File: config.mk
export PLATFORM = sky130hd
export DESIGN_NAME = alu_arbiter_flat
export DESIGN_NICKNAME = d
export VERILOG_FILES = /design/src/rtl/alu_arb_pkg.sv /design/src/rtl/alu_arbiter_if.sv /design/src/rtl/alu_age_picker.sv /design/src/rtl/alu_arbiter.sv /design/src/flat_wrapper.sv
export SDC_FILE = /design/constraint.sdc
export NUM_CORES = 1
export LEC_CHECK = 0
export ABC_CLOCK_PERIOD_IN_PS = 4600
export BUFFER_PORTS_ARGS = -buffer_cell sky130_fd_sc_hd__buf_2
export CAP_MARGIN = 20
export CORE_AREA = 2 2 178 180
export DETAILED_ROUTE_END_ITERATION = 7
export DIE_AREA = 0 0 180 182
export PLACE_DENSITY = 0.54
export SYNTH_ARGS = -nofsm -noshare
export SYNTH_HDL_FRONTEND = slang
export SYNTH_SLANG_ARGS = --single-unit
File: constraint.sdc
create_clock -name clk -period 4.6 [get_ports clk]
set_input_delay 0.92 -clock clk [delete_from_list [all_inputs] [get_ports clk]]
set_output_delay 0.92 -clock clk [all_outputs]
set_load 0.005 [all_outputs]
File: src/rtl/alu_arb_pkg.sv
// rtl/alu_arb_pkg.sv - shared types, widths and age compare for the ALU arbiter
//
// Purpose: arbiter FSM state type, the ALU request/answer layouts, their flattened
//          widths, and the wrap-around issue-id age compare.
// Ports:   none (package).
package alu_arb_pkg;

  typedef enum logic [1:0] {
    IDLE  = 2'd0,
    ISSUE = 2'd1,
    WAIT  = 2'd2
  } arb_state_t;

  typedef struct packed {
    logic [7:0]  opcode;
    logic [31:0] op_a;
    logic [31:0] op_b;
  } alu_req_t;

  typedef struct packed {
    logic        flag;
    logic [31:0] result;
  } alu_ans_t;

  localparam int ALU_REQ_W = $bits(alu_req_t);
  localparam int ALU_ANS_W = $bits(alu_ans_t);

  // a is older than b when the top id bit of (a - b) mod 2^w is set. Taking the
  // bit straight from the 32-bit difference gives the same answer as reducing
  // modulo 2^w first.
  function automatic logic id_older(input logic [31:0] a, input logic [31:0] b,
                                    input int unsigned w);
    logic [31:0] diff;
    logic [4:0]  msb;
    diff = a - b;
    msb  = 5'(w - 1);
    return diff[msb];
  endfunction

endpackage

File: src/rtl/alu_arbiter_if.sv
// rtl/alu_arbiter_if.sv - SIC request/answer and ALU handshake bundle
//
// Purpose: groups the per-SIC request/answer signals and the ALU-side handshake.
// Ports:   req_valid/req_id/req_payload (SIC -> arbiter), grant/ans_valid/ans_data
//          (arbiter -> SIC), alu_valid/alu_payload (arbiter -> ALU),
//          alu_ready/alu_done/alu_ans (ALU -> arbiter), busy/owner_id/timeout_err status.
//          Modport slave is the arbiter view, master is the environment view.
interface alu_arbiter_if #(
  parameter int NUM_REQ   = 4,
  parameter int ID_WIDTH  = 4,
  parameter int ALU_REQ_W = alu_arb_pkg::ALU_REQ_W,
  parameter int ALU_ANS_W = alu_arb_pkg::ALU_ANS_W
);
  logic [NUM_REQ-1:0]           req_valid;
  logic [NUM_REQ*ID_WIDTH-1:0]  req_id;
  logic [NUM_REQ*ALU_REQ_W-1:0] req_payload;
  logic [NUM_REQ-1:0]           grant;
  logic                         alu_valid;
  logic [ALU_REQ_W-1:0]         alu_payload;
  logic                         alu_ready;
  logic                         alu_done;
  logic [ALU_ANS_W-1:0]         alu_ans;
  logic [NUM_REQ-1:0]           ans_valid;
  logic [ALU_ANS_W-1:0]         ans_data;
  logic                         busy;
  logic [ID_WIDTH-1:0]          owner_id;
  logic                         timeout_err;

  modport slave (
    input  req_valid, req_id, req_payload, alu_ready, alu_done, alu_ans,
    output grant, alu_valid, alu_payload, ans_valid, ans_data, busy, owner_id, timeout_err
  );

  modport master (
    output req_valid, req_id, req_payload, alu_ready, alu_done, alu_ans,
    input  grant, alu_valid, alu_payload, ans_valid, ans_data, busy, owner_id, timeout_err
  );
endinterface

File: src/rtl/alu_age_picker.sv
// rtl/alu_age_picker.sv - combinational oldest-id picker with round-robin tie-break
//
// Purpose: selects the valid requester that no other valid requester is older than;
//          among equal ids the first one at or after rr_ptr (mod NUM_REQ) wins.
// Ports:   req_valid, req_id (packed per SIC), rr_ptr in; winner_oh (one-hot) and
//          winner_idx out. Both outputs are zero when nothing is valid.
module alu_age_picker #(
  parameter int NUM_REQ  = 4,
  parameter int ID_WIDTH = 4,
  parameter int IDX_W    = 2
) (
  input  logic [NUM_REQ-1:0]          req_valid,
  input  logic [NUM_REQ*ID_WIDTH-1:0] req_id,
  input  logic [IDX_W-1:0]            rr_ptr,
  output logic [NUM_REQ-1:0]          winner_oh,
  output logic [IDX_W-1:0]            winner_idx
);
  import alu_arb_pkg::*;

  logic [NUM_REQ-1:0] oldest;
  logic               found;

  always_comb begin
    oldest = req_valid;
    for (int i = 0; i < NUM_REQ; i++) begin
      for (int j = 0; j < NUM_REQ; j++) begin
        if (i != j && req_valid[j] &&
            id_older(32'(req_id[j*ID_WIDTH +: ID_WIDTH]),
                     32'(req_id[i*ID_WIDTH +: ID_WIDTH]), ID_WIDTH)) begin
          oldest[i] = 1'b0;
        end
      end
    end
  end

  always_comb begin
    winner_oh  = '0;
    winner_idx = '0;
    found      = 1'b0;
    for (int k = 0; k < NUM_REQ; k++) begin
      if (!found && oldest[(int'(rr_ptr) + k) % NUM_REQ]) begin
        found = 1'b1;
        winner_oh[(int'(rr_ptr) + k) % NUM_REQ] = 1'b1;
        winner_idx = IDX_W'((int'(rr_ptr) + k) % NUM_REQ);
      end
    end
    // Ids outside the legal window can form an age cycle with no oldest member;
    // fall back to plain round-robin so a valid request is never stranded.
    for (int k = 0; k < NUM_REQ; k++) begin
      if (!found && req_valid[(int'(rr_ptr) + k) % NUM_REQ]) begin
        found = 1'b1;
        winner_oh[(int'(rr_ptr) + k) % NUM_REQ] = 1'b1;
        winner_idx = IDX_W'((int'(rr_ptr) + k) % NUM_REQ);
      end
    end
  end
endmodule

File: src/rtl/alu_arbiter.sv
// rtl/alu_arbiter.sv - oldest-first arbiter sharing one ALU among NUM_REQ SICs
//
// Purpose: latches the oldest requester's op in IDLE, presents it in ISSUE until the
//          ALU accepts it (or the owner withdraws), holds ownership in WAIT until
//          alu_done or timeout, and routes the answer back to the owner only.
// Ports:   clk, rst (async, active-high); bus (alu_arbiter_if.slave) carrying the SIC
//          request/answer signals, the ALU handshake and busy/owner_id/timeout_err.
module alu_arbiter #(
  parameter int NUM_REQ   = 4,
  parameter int ID_WIDTH  = 4,
  parameter int ALU_REQ_W = alu_arb_pkg::ALU_REQ_W,
  parameter int ALU_ANS_W = alu_arb_pkg::ALU_ANS_W,
  parameter int TIMEOUT   = 64
) (
  input  logic          clk,
  input  logic          rst,
  alu_arbiter_if.slave  bus
);
  import alu_arb_pkg::*;

  localparam int IDX_W = (NUM_REQ > 1) ? $clog2(NUM_REQ) : 1;
  localparam int CNT_W = $clog2(TIMEOUT + 1);

  arb_state_t           state_q, state_d;
  logic [IDX_W-1:0]     rr_ptr_q, rr_ptr_d;
  logic [IDX_W-1:0]     owner_idx_q, owner_idx_d;
  logic [ID_WIDTH-1:0]  owner_id_q, owner_id_d;
  logic [ALU_REQ_W-1:0] payload_q, payload_d;
  logic [CNT_W-1:0]     wait_cnt_q, wait_cnt_d;

  logic [NUM_REQ-1:0]   winner_oh;
  logic [IDX_W-1:0]     winner_idx;
  logic [ID_WIDTH-1:0]  pick_id;
  logic [ALU_REQ_W-1:0] pick_payload;
  logic [NUM_REQ-1:0]   grant_c;
  logic [NUM_REQ-1:0]   ans_valid_c;
  logic                 ans_hit;
  logic                 timeout_c;

  alu_age_picker #(
    .NUM_REQ  (NUM_REQ),
    .ID_WIDTH (ID_WIDTH),
    .IDX_W    (IDX_W)
  ) u_picker (
    .req_valid  (bus.req_valid),
    .req_id     (bus.req_id),
    .rr_ptr     (rr_ptr_q),
    .winner_oh  (winner_oh),
    .winner_idx (winner_idx)
  );

  always_comb begin
    pick_id      = '0;
    pick_payload = '0;
    for (int i = 0; i < NUM_REQ; i++) begin
      if (winner_oh[i]) begin
        pick_id      = bus.req_id[i*ID_WIDTH +: ID_WIDTH];
        pick_payload = bus.req_payload[i*ALU_REQ_W +: ALU_REQ_W];
      end
    end
  end

  always_comb begin
    state_d     = state_q;
    rr_ptr_d    = rr_ptr_q;
    owner_idx_d = owner_idx_q;
    owner_id_d  = owner_id_q;
    payload_d   = payload_q;
    wait_cnt_d  = '0;
    grant_c     = '0;
    ans_hit     = 1'b0;
    timeout_c   = 1'b0;
    case (state_q)
      IDLE: begin
        if (|bus.req_valid) begin
          owner_idx_d = winner_idx;
          owner_id_d  = pick_id;
          payload_d   = pick_payload;
          state_d     = ISSUE;
        end
      end
      ISSUE: begin
        // A withdrawn owner (flush) wins over alu_ready: the op is abandoned.
        if (!bus.req_valid[owner_idx_q]) begin
          state_d = IDLE;
        end else if (bus.alu_ready) begin
          grant_c[owner_idx_q] = 1'b1;
          rr_ptr_d = (owner_idx_q == IDX_W'(NUM_REQ - 1)) ? '0 : owner_idx_q + 1'b1;
          if (bus.alu_done) begin
            ans_hit = 1'b1;
            state_d = IDLE;
          end else begin
            state_d = WAIT;
          end
        end
      end
      WAIT: begin
        if (bus.alu_done) begin
          ans_hit = 1'b1;
          state_d = IDLE;
        end else if (wait_cnt_q == CNT_W'(TIMEOUT - 1)) begin
          // This is the TIMEOUT-th WAIT cycle without an answer.
          timeout_c = 1'b1;
          state_d   = IDLE;
        end else begin
          wait_cnt_d = wait_cnt_q + 1'b1;
        end
      end
      default: state_d = IDLE;
    endcase
  end

  always_comb begin
    ans_valid_c = '0;
    if (ans_hit) ans_valid_c[owner_idx_q] = 1'b1;
  end

  always_ff @(posedge clk or posedge rst) begin
    if (rst) begin
      state_q     <= IDLE;
      rr_ptr_q    <= '0;
      owner_idx_q <= '0;
      owner_id_q  <= '0;
      payload_q   <= '0;
      wait_cnt_q  <= '0;
    end else begin
      state_q     <= state_d;
      rr_ptr_q    <= rr_ptr_d;
      owner_idx_q <= owner_idx_d;
      owner_id_q  <= owner_id_d;
      payload_q   <= payload_d;
      wait_cnt_q  <= wait_cnt_d;
    end
  end

  assign bus.grant       = grant_c;
  assign bus.alu_valid   = (state_q == ISSUE);
  assign bus.alu_payload = (state_q == ISSUE) ? payload_q : '0;
  assign bus.ans_valid   = ans_valid_c;
  assign bus.ans_data    = ans_hit ? bus.alu_ans : '0;
  assign bus.busy        = (state_q != IDLE);
  assign bus.owner_id    = (state_q != IDLE) ? owner_id_q : '0;
  assign bus.timeout_err = timeout_c;

endmodule

File: src/flat_wrapper.sv
// flat-port wrapper written by rule: the top's interface ports become plain ports
module alu_arbiter_flat import alu_arb_pkg::*;
#(
  parameter int NUM_REQ   = 4,
  parameter int ID_WIDTH  = 4,
  parameter int ALU_REQ_W = alu_arb_pkg::ALU_REQ_W,
  parameter int ALU_ANS_W = alu_arb_pkg::ALU_ANS_W,
  parameter int TIMEOUT   = 64
)
  (clk, rst, bus_req_valid, bus_req_id, bus_req_payload, bus_alu_ready, bus_alu_done, bus_alu_ans, bus_grant, bus_alu_valid, bus_alu_payload, bus_ans_valid, bus_ans_data, bus_busy, bus_owner_id, bus_timeout_err);
  alu_arbiter_if #(.NUM_REQ(NUM_REQ), .ID_WIDTH(ID_WIDTH), .ALU_REQ_W(ALU_REQ_W), .ALU_ANS_W(ALU_ANS_W)) bus_i ();
  input  logic clk;
  input  logic rst;
  input wire logic [$bits(bus_i.req_valid)-1:0] bus_req_valid;
  input wire logic [$bits(bus_i.req_id)-1:0] bus_req_id;
  input wire logic [$bits(bus_i.req_payload)-1:0] bus_req_payload;
  input wire logic [$bits(bus_i.alu_ready)-1:0] bus_alu_ready;
  input wire logic [$bits(bus_i.alu_done)-1:0] bus_alu_done;
  input wire logic [$bits(bus_i.alu_ans)-1:0] bus_alu_ans;
  output wire logic [$bits(bus_i.grant)-1:0] bus_grant;
  output wire logic [$bits(bus_i.alu_valid)-1:0] bus_alu_valid;
  output wire logic [$bits(bus_i.alu_payload)-1:0] bus_alu_payload;
  output wire logic [$bits(bus_i.ans_valid)-1:0] bus_ans_valid;
  output wire logic [$bits(bus_i.ans_data)-1:0] bus_ans_data;
  output wire logic [$bits(bus_i.busy)-1:0] bus_busy;
  output wire logic [$bits(bus_i.owner_id)-1:0] bus_owner_id;
  output wire logic [$bits(bus_i.timeout_err)-1:0] bus_timeout_err;
  assign bus_i.req_valid = bus_req_valid;
  assign bus_i.req_id = bus_req_id;
  assign bus_i.req_payload = bus_req_payload;
  assign bus_i.alu_ready = bus_alu_ready;
  assign bus_i.alu_done = bus_alu_done;
  assign bus_i.alu_ans = bus_alu_ans;
  assign bus_grant = bus_i.grant;
  assign bus_alu_valid = bus_i.alu_valid;
  assign bus_alu_payload = bus_i.alu_payload;
  assign bus_ans_valid = bus_i.ans_valid;
  assign bus_ans_data = bus_i.ans_data;
  assign bus_busy = bus_i.busy;
  assign bus_owner_id = bus_i.owner_id;
  assign bus_timeout_err = bus_i.timeout_err;
  alu_arbiter #(.NUM_REQ(NUM_REQ), .ID_WIDTH(ID_WIDTH), .ALU_REQ_W(ALU_REQ_W), .ALU_ANS_W(ALU_ANS_W), .TIMEOUT(TIMEOUT)) u_core (.clk(clk), .rst(rst), .bus(bus_i));
endmodule
---- Word-level counts from Yosys, hierarchy flattened ----
Cells that the tools add are included.
operators by class
  bitwise operators ....................... 10
  muxes and demuxes ....................... 102
  add/sub/neg operators ................... 17
  reductions and logical operators ........ 40
  order comparisons ....................... 10
  equal/unequal tests ..................... 7
operators with widths
  operator                                                                              count
  72-bit two-way mux                                                                    5
  4-bit two-way mux                                                                     17
  4-bit subtractor                                                                      12
  1-bit two-way mux                                                                     45
  33-bit two-way mux                                                                    1
  2-bit two-way mux                                                                     15
  4-bit bitwise OR                                                                      7
  1-bit logical AND                                                                     24
  7-bit two-way mux                                                                     3
  1-bit binary-select mux with 2-bit select                                             9
  3-bit by 4-bit < comparator with 1-bit output (second input constant)                 3
  1-bit demux with 2-bit select                                                         5
  3-bit by 1-bit greater-or-equal comparator with 1-bit output (second input constant)  3
  7-bit by 1-bit adder with 7-bit output (second input constant)                        1
  7-bit by 6-bit equality test with 1-bit output (second input constant)                1
  1-bit zero test                                                                       7
  2-bit by 3-bit < comparator with 1-bit output (second input constant)                 2
  2-bit one-hot mux with 3 select lines                                                 1
  3-bit AND reduction                                                                   2
  2-bit OR reduction                                                                    3
  2-bit by 1-bit adder with 2-bit output (second input constant)                        2
  2-bit adder (second input constant)                                                   2
  2-bit equality test (second input constant)                                           2
  2-bit by 1-bit greater-or-equal comparator with 1-bit output (second input constant)  2
  10 further kinds                                                                      12
storage, ports and cells
  input bits .............................. 345
  word-level logic and storage cells ...... 192
  flip-flop bits (word level) ............. 89
  output and inout port bits .............. 120

---- Depth between registers and ports, before layout ----
  depth in word-level cells ............... 33
  gate-level depth with buffers ........... 15
  mapped depth without buffers ............ 12

---- Modules after synthesis ----
A second synthesis with hierarchy kept.
unflattened totals
  cell total of the unflattened synthesis .. 999
  area, all modules ....................... 7,976.4 um^2
modules (own cells, without submodules)
  module          seq. area each (um^2)  cells each  area an instance (um^2)  times used
  alu_arbiter     2,227.1                806         6,493.7                  1
  alu_age_picker  0.0                    193         1,482.7                  1

---- Least setup slack after synthesis ----
OpenSTA, ideal clock, no wires.
  path kind ............................... input port to flip-flop
  from .................................... in bus_req_id[10]
  to ...................................... reg u_core.owner_id_q[3]
  path slack .............................. 0.471 ns
  data required time ...................... 4.462 ns
  cell stages on the path ................. 15
  path buffers ............................ 3
  library setup time ...................... 0.138 ns
  data arrival time ....................... 3.990 ns
  cells stage by stage .................... inv_1 -> ha_1 -> and2_1 -> a221oi_2 -> mux2i_1 -> or4b_4 -> and3_4 -> o211a_1 -> o21a_1 -> or2_1 -> clkbuf_1 -> buf_4 -> buf_6 -> a22oi_1 -> o211ai_1
between the ends
  word-level cells in the longest chain between the ends .. 33
  elaborated cells on any way between the ends .. 71
  those cells by class .................... add/sub: 6; mux: 38; bitwise: 7; reduce/logical: 20
ends and longest elaborated chain
  what                                       RTL line              source
  start: declaration                         flat_wrapper.sv:15    input wire logic [$bits(bus_i.req_id)-1:0] bus_req_id;
  4-bit subtractor                           alu_arb_pkg.sv:35     diff = a - b;
  1-bit logical AND                          alu_age_picker.sv:27  if (i != j && req_valid[j] &&
  1-bit two-way mux (3 in a row)             alu_age_picker.sv:27
  1-bit binary-select mux with 2-bit select  alu_age_picker.sv:41  if (!found && oldest[(int'(rr_ptr) + k) % NUM_REQ]) begin
  1-bit two-way mux (implied by the code)    alu_age_picker.sv:41
  1-bit two-way mux                          alu_age_picker.sv:41
  1-bit zero test                            alu_age_picker.sv:41
  1-bit logical AND                          alu_age_picker.sv:41
  [13 not listed]                            --
  1-bit zero test                            alu_age_picker.sv:50  if (!found && req_valid[(int'(rr_ptr) + k) % NUM_REQ]) begin
  1-bit logical AND                          alu_age_picker.sv:50
  1-bit two-way mux                          alu_age_picker.sv:50
  1-bit zero test                            alu_age_picker.sv:50
  1-bit logical AND                          alu_age_picker.sv:50
  4-bit two-way mux *                        alu_age_picker.sv:50
  4-bit two-way mux (3 in a row)             alu_arbiter.sv:56     if (winner_oh[i]) begin
  4-bit two-way mux *                        alu_arbiter.sv:56
  end signal: assignment                     alu_arbiter.sv:130    owner_id_q <= owner_id_d;
  end: declaration                           alu_arbiter.sv:27     logic [ID_WIDTH-1:0] owner_id_q, owner_id_d;
Mark *: on every way between the ends. The rest lies on a longest branch, timed or not. The select of a mux whose other input is x is not followed.
A chain may end at the register's enable or synchronous reset.

---- Worst setup path in the final report ----
  from .................................... in bus_req_id[2]
  to ...................................... reg u_core.payload_q[53]
between the ends
  word-level cells in the longest chain between the ends .. 33
  elaborated cells on any way between the ends .. 75
  those cells by class .................... add/sub: 6; mux: 42; bitwise: 7; reduce/logical: 20
ends and longest elaborated chain
  what                                       RTL line              source
  4-bit subtractor                           alu_arb_pkg.sv:35
  1-bit logical AND                          alu_age_picker.sv:27
  1-bit two-way mux (3 in a row)             alu_age_picker.sv:27
  1-bit binary-select mux with 2-bit select  alu_age_picker.sv:41
  1-bit two-way mux (implied by the code)    alu_age_picker.sv:41
  1-bit two-way mux                          alu_age_picker.sv:41
  1-bit zero test                            alu_age_picker.sv:41
  1-bit logical AND                          alu_age_picker.sv:41
  [13 not listed]                            --
  1-bit zero test                            alu_age_picker.sv:50
  1-bit logical AND                          alu_age_picker.sv:50
  1-bit two-way mux                          alu_age_picker.sv:50
  1-bit zero test                            alu_age_picker.sv:50
  1-bit logical AND                          alu_age_picker.sv:50
  4-bit two-way mux *                        alu_age_picker.sv:50
  72-bit two-way mux (3 in a row)            alu_arbiter.sv:56
  72-bit two-way mux *                       alu_arbiter.sv:56
  end signal: assignment                     alu_arbiter.sv:131    payload_q <= payload_d;
  end: declaration                           alu_arbiter.sv:28     logic [ALU_REQ_W-1:0] payload_q, payload_d;
Marks and branches as above.

==> run summary <==
The cell count after synthesis is around 860. The global-route wire length before repair is 49400 um. The H-tree generated during clock tree synthesis spans 3 levels.

The run finished with clean final reports. The hold buffer count at cts is 0. The highest net fanout along the worst path is 50. The fraction of final layout cells with drive strength greater than 1 is 42.3%.

The final worst-path cycle share came out at a little over nine tenths. The detailed placer's ending HPWL came out at 24200 um. The final-layout setup total negative slack came out at 0 ns. The floorplan has 65 rows.

After clock tree synthesis, the setup repair step added 0 buffers. The total overflow left after global routing is 0. At the placement stage, the worst setup path has a slack of -0.108 ns. The maximum frequency from static timing analysis is about 0.23 GHz. The DRC violation count after routing is 0. The largest net degree at the start of global routing came out at 75. Once the clock tree was built, the resizer swapped 0 gates to a different size.

The cell sitting at the root of the clock tree is a clkbuf_16. The via count of the first global-routing pass is 8628. The number of stages on the worst hold path is 1. The routed via count divided by cell count is 5.13.

The worst-case headroom to the max-slew limit is 36.4%. The mean routed wirelength per cell came out at roughly 19 um. The fraction of synthesized cell area taken by the top area cell type came out at 29.9%. The worst hold path startpoint is u_core.wait_cnt_q[0]. The worst setup path is of the primary input to flip-flop kind.

Summed over all layers, the routed wires come to 32600 um. Hold is met by 0.469 ns. The worst-case register-to-register setup slack came out at 0.82 ns. Clock latency on the worst-skew pair, taken at its later pin, is 0.34 ns. The measured slew at the worst slew-check pin came out at 0.955 ns. STA classifies the critical path startpoint as a primary input. The most used flip-flop cell after synthesis is dfrtp_1. The data arrival at the endpoint of the critical path is ~4.6 ns.

Sequential cells were found to cover 29.9% of the synthesized design area. Setup violations remaining at the end of the flow were counted as 0. Relative to the synthesized area, the layout overhead comes to 44.4%. Global routing used 18.9% of the available tracks.

The critical path starts at bus_req_id[2]. The max-slew violation count came out at 0. The die is ~180 um tall. In this run the mean area of a mapped cell was just under 9 um^2. The depth of the most critical reg-to-reg path came out at 10. The required time at the endpoint of the critical path came out at 4.81 ns. The die covers 32800 um^2. The post-synthesis cell type count came out at 58. After clock tree synthesis, the clock-pin slew on the worst setup and hold paths is 0.07 ns. The number of synthesis warnings came out at 0. TritonCTS built the clock tree. In the post-route analysis, the smallest setup slack over all paths is 0.211 ns. The final number of hold-violating endpoints is 0. The fraction of synthesis flops using an asynchronous set or reset pin is 100%. The placeable core region is just over 30000 um^2. In this run the remaining antenna-violating nets after routing total 0. The count of buffers added on input and output ports is ~460. The post-synthesis net count is 1237. The analysis attributes to cell leakage a power of roughly 5.2 nW. The total clock sinks came out at 89. The type of the tightest min-delay check is flip-flop to flip-flop. The vias after detailed routing is 8737.

The TritonCTS buffer count came out at 9. The worst hold path terminates at u_core.wait_cnt_q[0]. At the end of the flow, the number of nets in the layout was 1672. The setup skew after layout is ~0.0066 ns. The power density over the cells came out at a little under 700 nW/um^2.

The placer's final routability congestion estimate came out at ~0.86. After synthesis, the cell types taking the most area are dfrtp_1 30%, a22oi_1 15%, and2_1 10%. Setup repair after global routing left no endpoint under its margin. The endpoint class of the critical path is a flip-flop. ~470 I/O pins were placed. The summed instance area of the synthesized netlist is 7440 um^2.

Total power for the finished layout comes to 0.00744 W. By count the netlist is led by 153 x a22oi_1, 123 x and2_1, 89 x dfrtp_1. The violation count after the first detailed-routing iteration is slightly below 700. The endpoint identified for the worst register-to-register timing path is u_core.payload_q[6]. Summed over all instances, the cell type with the most area after synthesis is dfrtp_1. The synthesis-stage register bit count came out at about 90. The number of antenna violations at the first check in global routing is 5.

The overall die width came out at 180 um. In this run the deepest clock path goes through 2 buffers. The number of enable-type register cells in the synthesized netlist is 0.

The smallest clock period supported by the final layout is computed as 4.39 ns. The worst ir drop on vdd came out at 0.353 mV. The startpoint identified for the worst register-to-register timing path is u_core.rr_ptr_q[0]. The max-cap check violation count came out at 0. Among all cell types in the netlist, the one instantiated most often is a22oi_1. The initial utilization of the core area, before any placement, comes to 24.0%. The first detailed-routing pass took 5 iterations.
[metal layers]
layer	share of wire (%)	global-route usage (%)	wire, um
met1	41	23.7	13300
met2	50	32.3	16300
met3	6.4	3.49	2100
met4	2.8	7.09	914
met5	0	0	0
[cell type report]
class	count	area [um^2]
diodes	5	12.5
clock buffers	12	256
clock inverters	4	75.1
fillers	3365	20200
inverters	20	77.6
multi-input cells	666	4810
flip-flops and latches	89	2230
well taps	402	503
repair buffers	505	2780
[kinds of logic after synthesis]
group | Yosys count | share of synthesized area (%)
compound gates | 287 | 29.9
xor+xnor | 16 | 1.88
fa+ha+maj | 36 | 6.06
buf+inv | 101 | 6.07
flops | 89 | 29.9
mux | 15 | 2.37
simple gates | 312 | 23.8
[critical path, stage by stage]
cell and delay, ns:
buf_2 0.10, inv_1 0.07, ha_1 0.33, and2_1 0.18, a221oi_1 0.39, buf_4 0.18, mux2i_1 0.35, nor4_2 0.11
buf_4 0.17, o2111a_1 0.27, o221ai_1 0.23, o2111ai_1 0.23, or2_2 0.39, buf_12 0.22, a22oi_1 0.29, o211ai_1 0.11
[power by group]
part           switching [W]  total [W]  internal (W)  leakage, nW
Clock               0.000341   0.000848      0.000507        0.155
Sequential          0.000184    0.00132       0.00113         1.15
Combinational        0.00315    0.00528       0.00213         3.87
[worst max-delay path by stage]
stage / depth (start not counted) / slack (ns) / endpoint
CTS: 16 / 0.27 / u_core.payload_q[53]
global route: 16 / 0.04 / u_core.payload_q[41]
finish: 16 / 0.21 / u_core.payload_q[53]
detailed placement: 16 / -0.11 / u_core.payload_q[53]
global placement: 16 / -0.08 / u_core.owner_id_q[1]
floorplan: 15 / 0.47 / u_core.owner_id_q[3]
[cell usage in the layout (no fill, tap or decap), types with 3 or more instances in the layout]
master / synthesis / routed
ha_1: 36 / 35
o21ai_0: 15 / 15
buf_12: 0 / 12
nand2_1: 43 / 43
and3_1: 5 / 5
nor2b_1: 6 / 6
a221oi_2: 5 / 5
xor2_1: 8 / 8
clkbuf_16: 0 / 9
dfrtp_1: 89 / 89
a221oi_1: 7 / 7
nor2_1: 14 / 14
nor3_1: 5 / 5
inv_1: 20 / 19
diode_2: 0 / 5
xnor2_1: 8 / 8
o221ai_1: 4 / 4
buf_2: 13 / 464
nand2b_1: 16 / 15
o21ai_1: 3 / 3
buf_4: 7 / 29
and2_1: 123 / 123
o211ai_1: 74 / 74
nand3_1: 79 / 78
a22oi_1: 153 / 153
a32oi_1: 3 / 3
nor4_2: 4 / 4
mux2i_1: 12 / 12
[per-stage QoR]
stage	cell area (um^2)	cells	utilization [%]
after detailed placement	10400	1682	33.6
after global placement	10400	1682	33.6
after floorplan	7440	856	-
final	10700	1703	34.7
after global routing	10700	1702	34.7
after CTS	10700	1698	34.6
[registers in the layout, indices dropped and copies added (netlist names)]
signal	cells
u_core.owner_idx_q	2
u_core.rr_ptr_q	2
u_core.state_q	2
u_core.wait_cnt_q	7
u_core.owner_id_q	4
u_core.payload_q	72
Power figures use the tool's default switching activity.
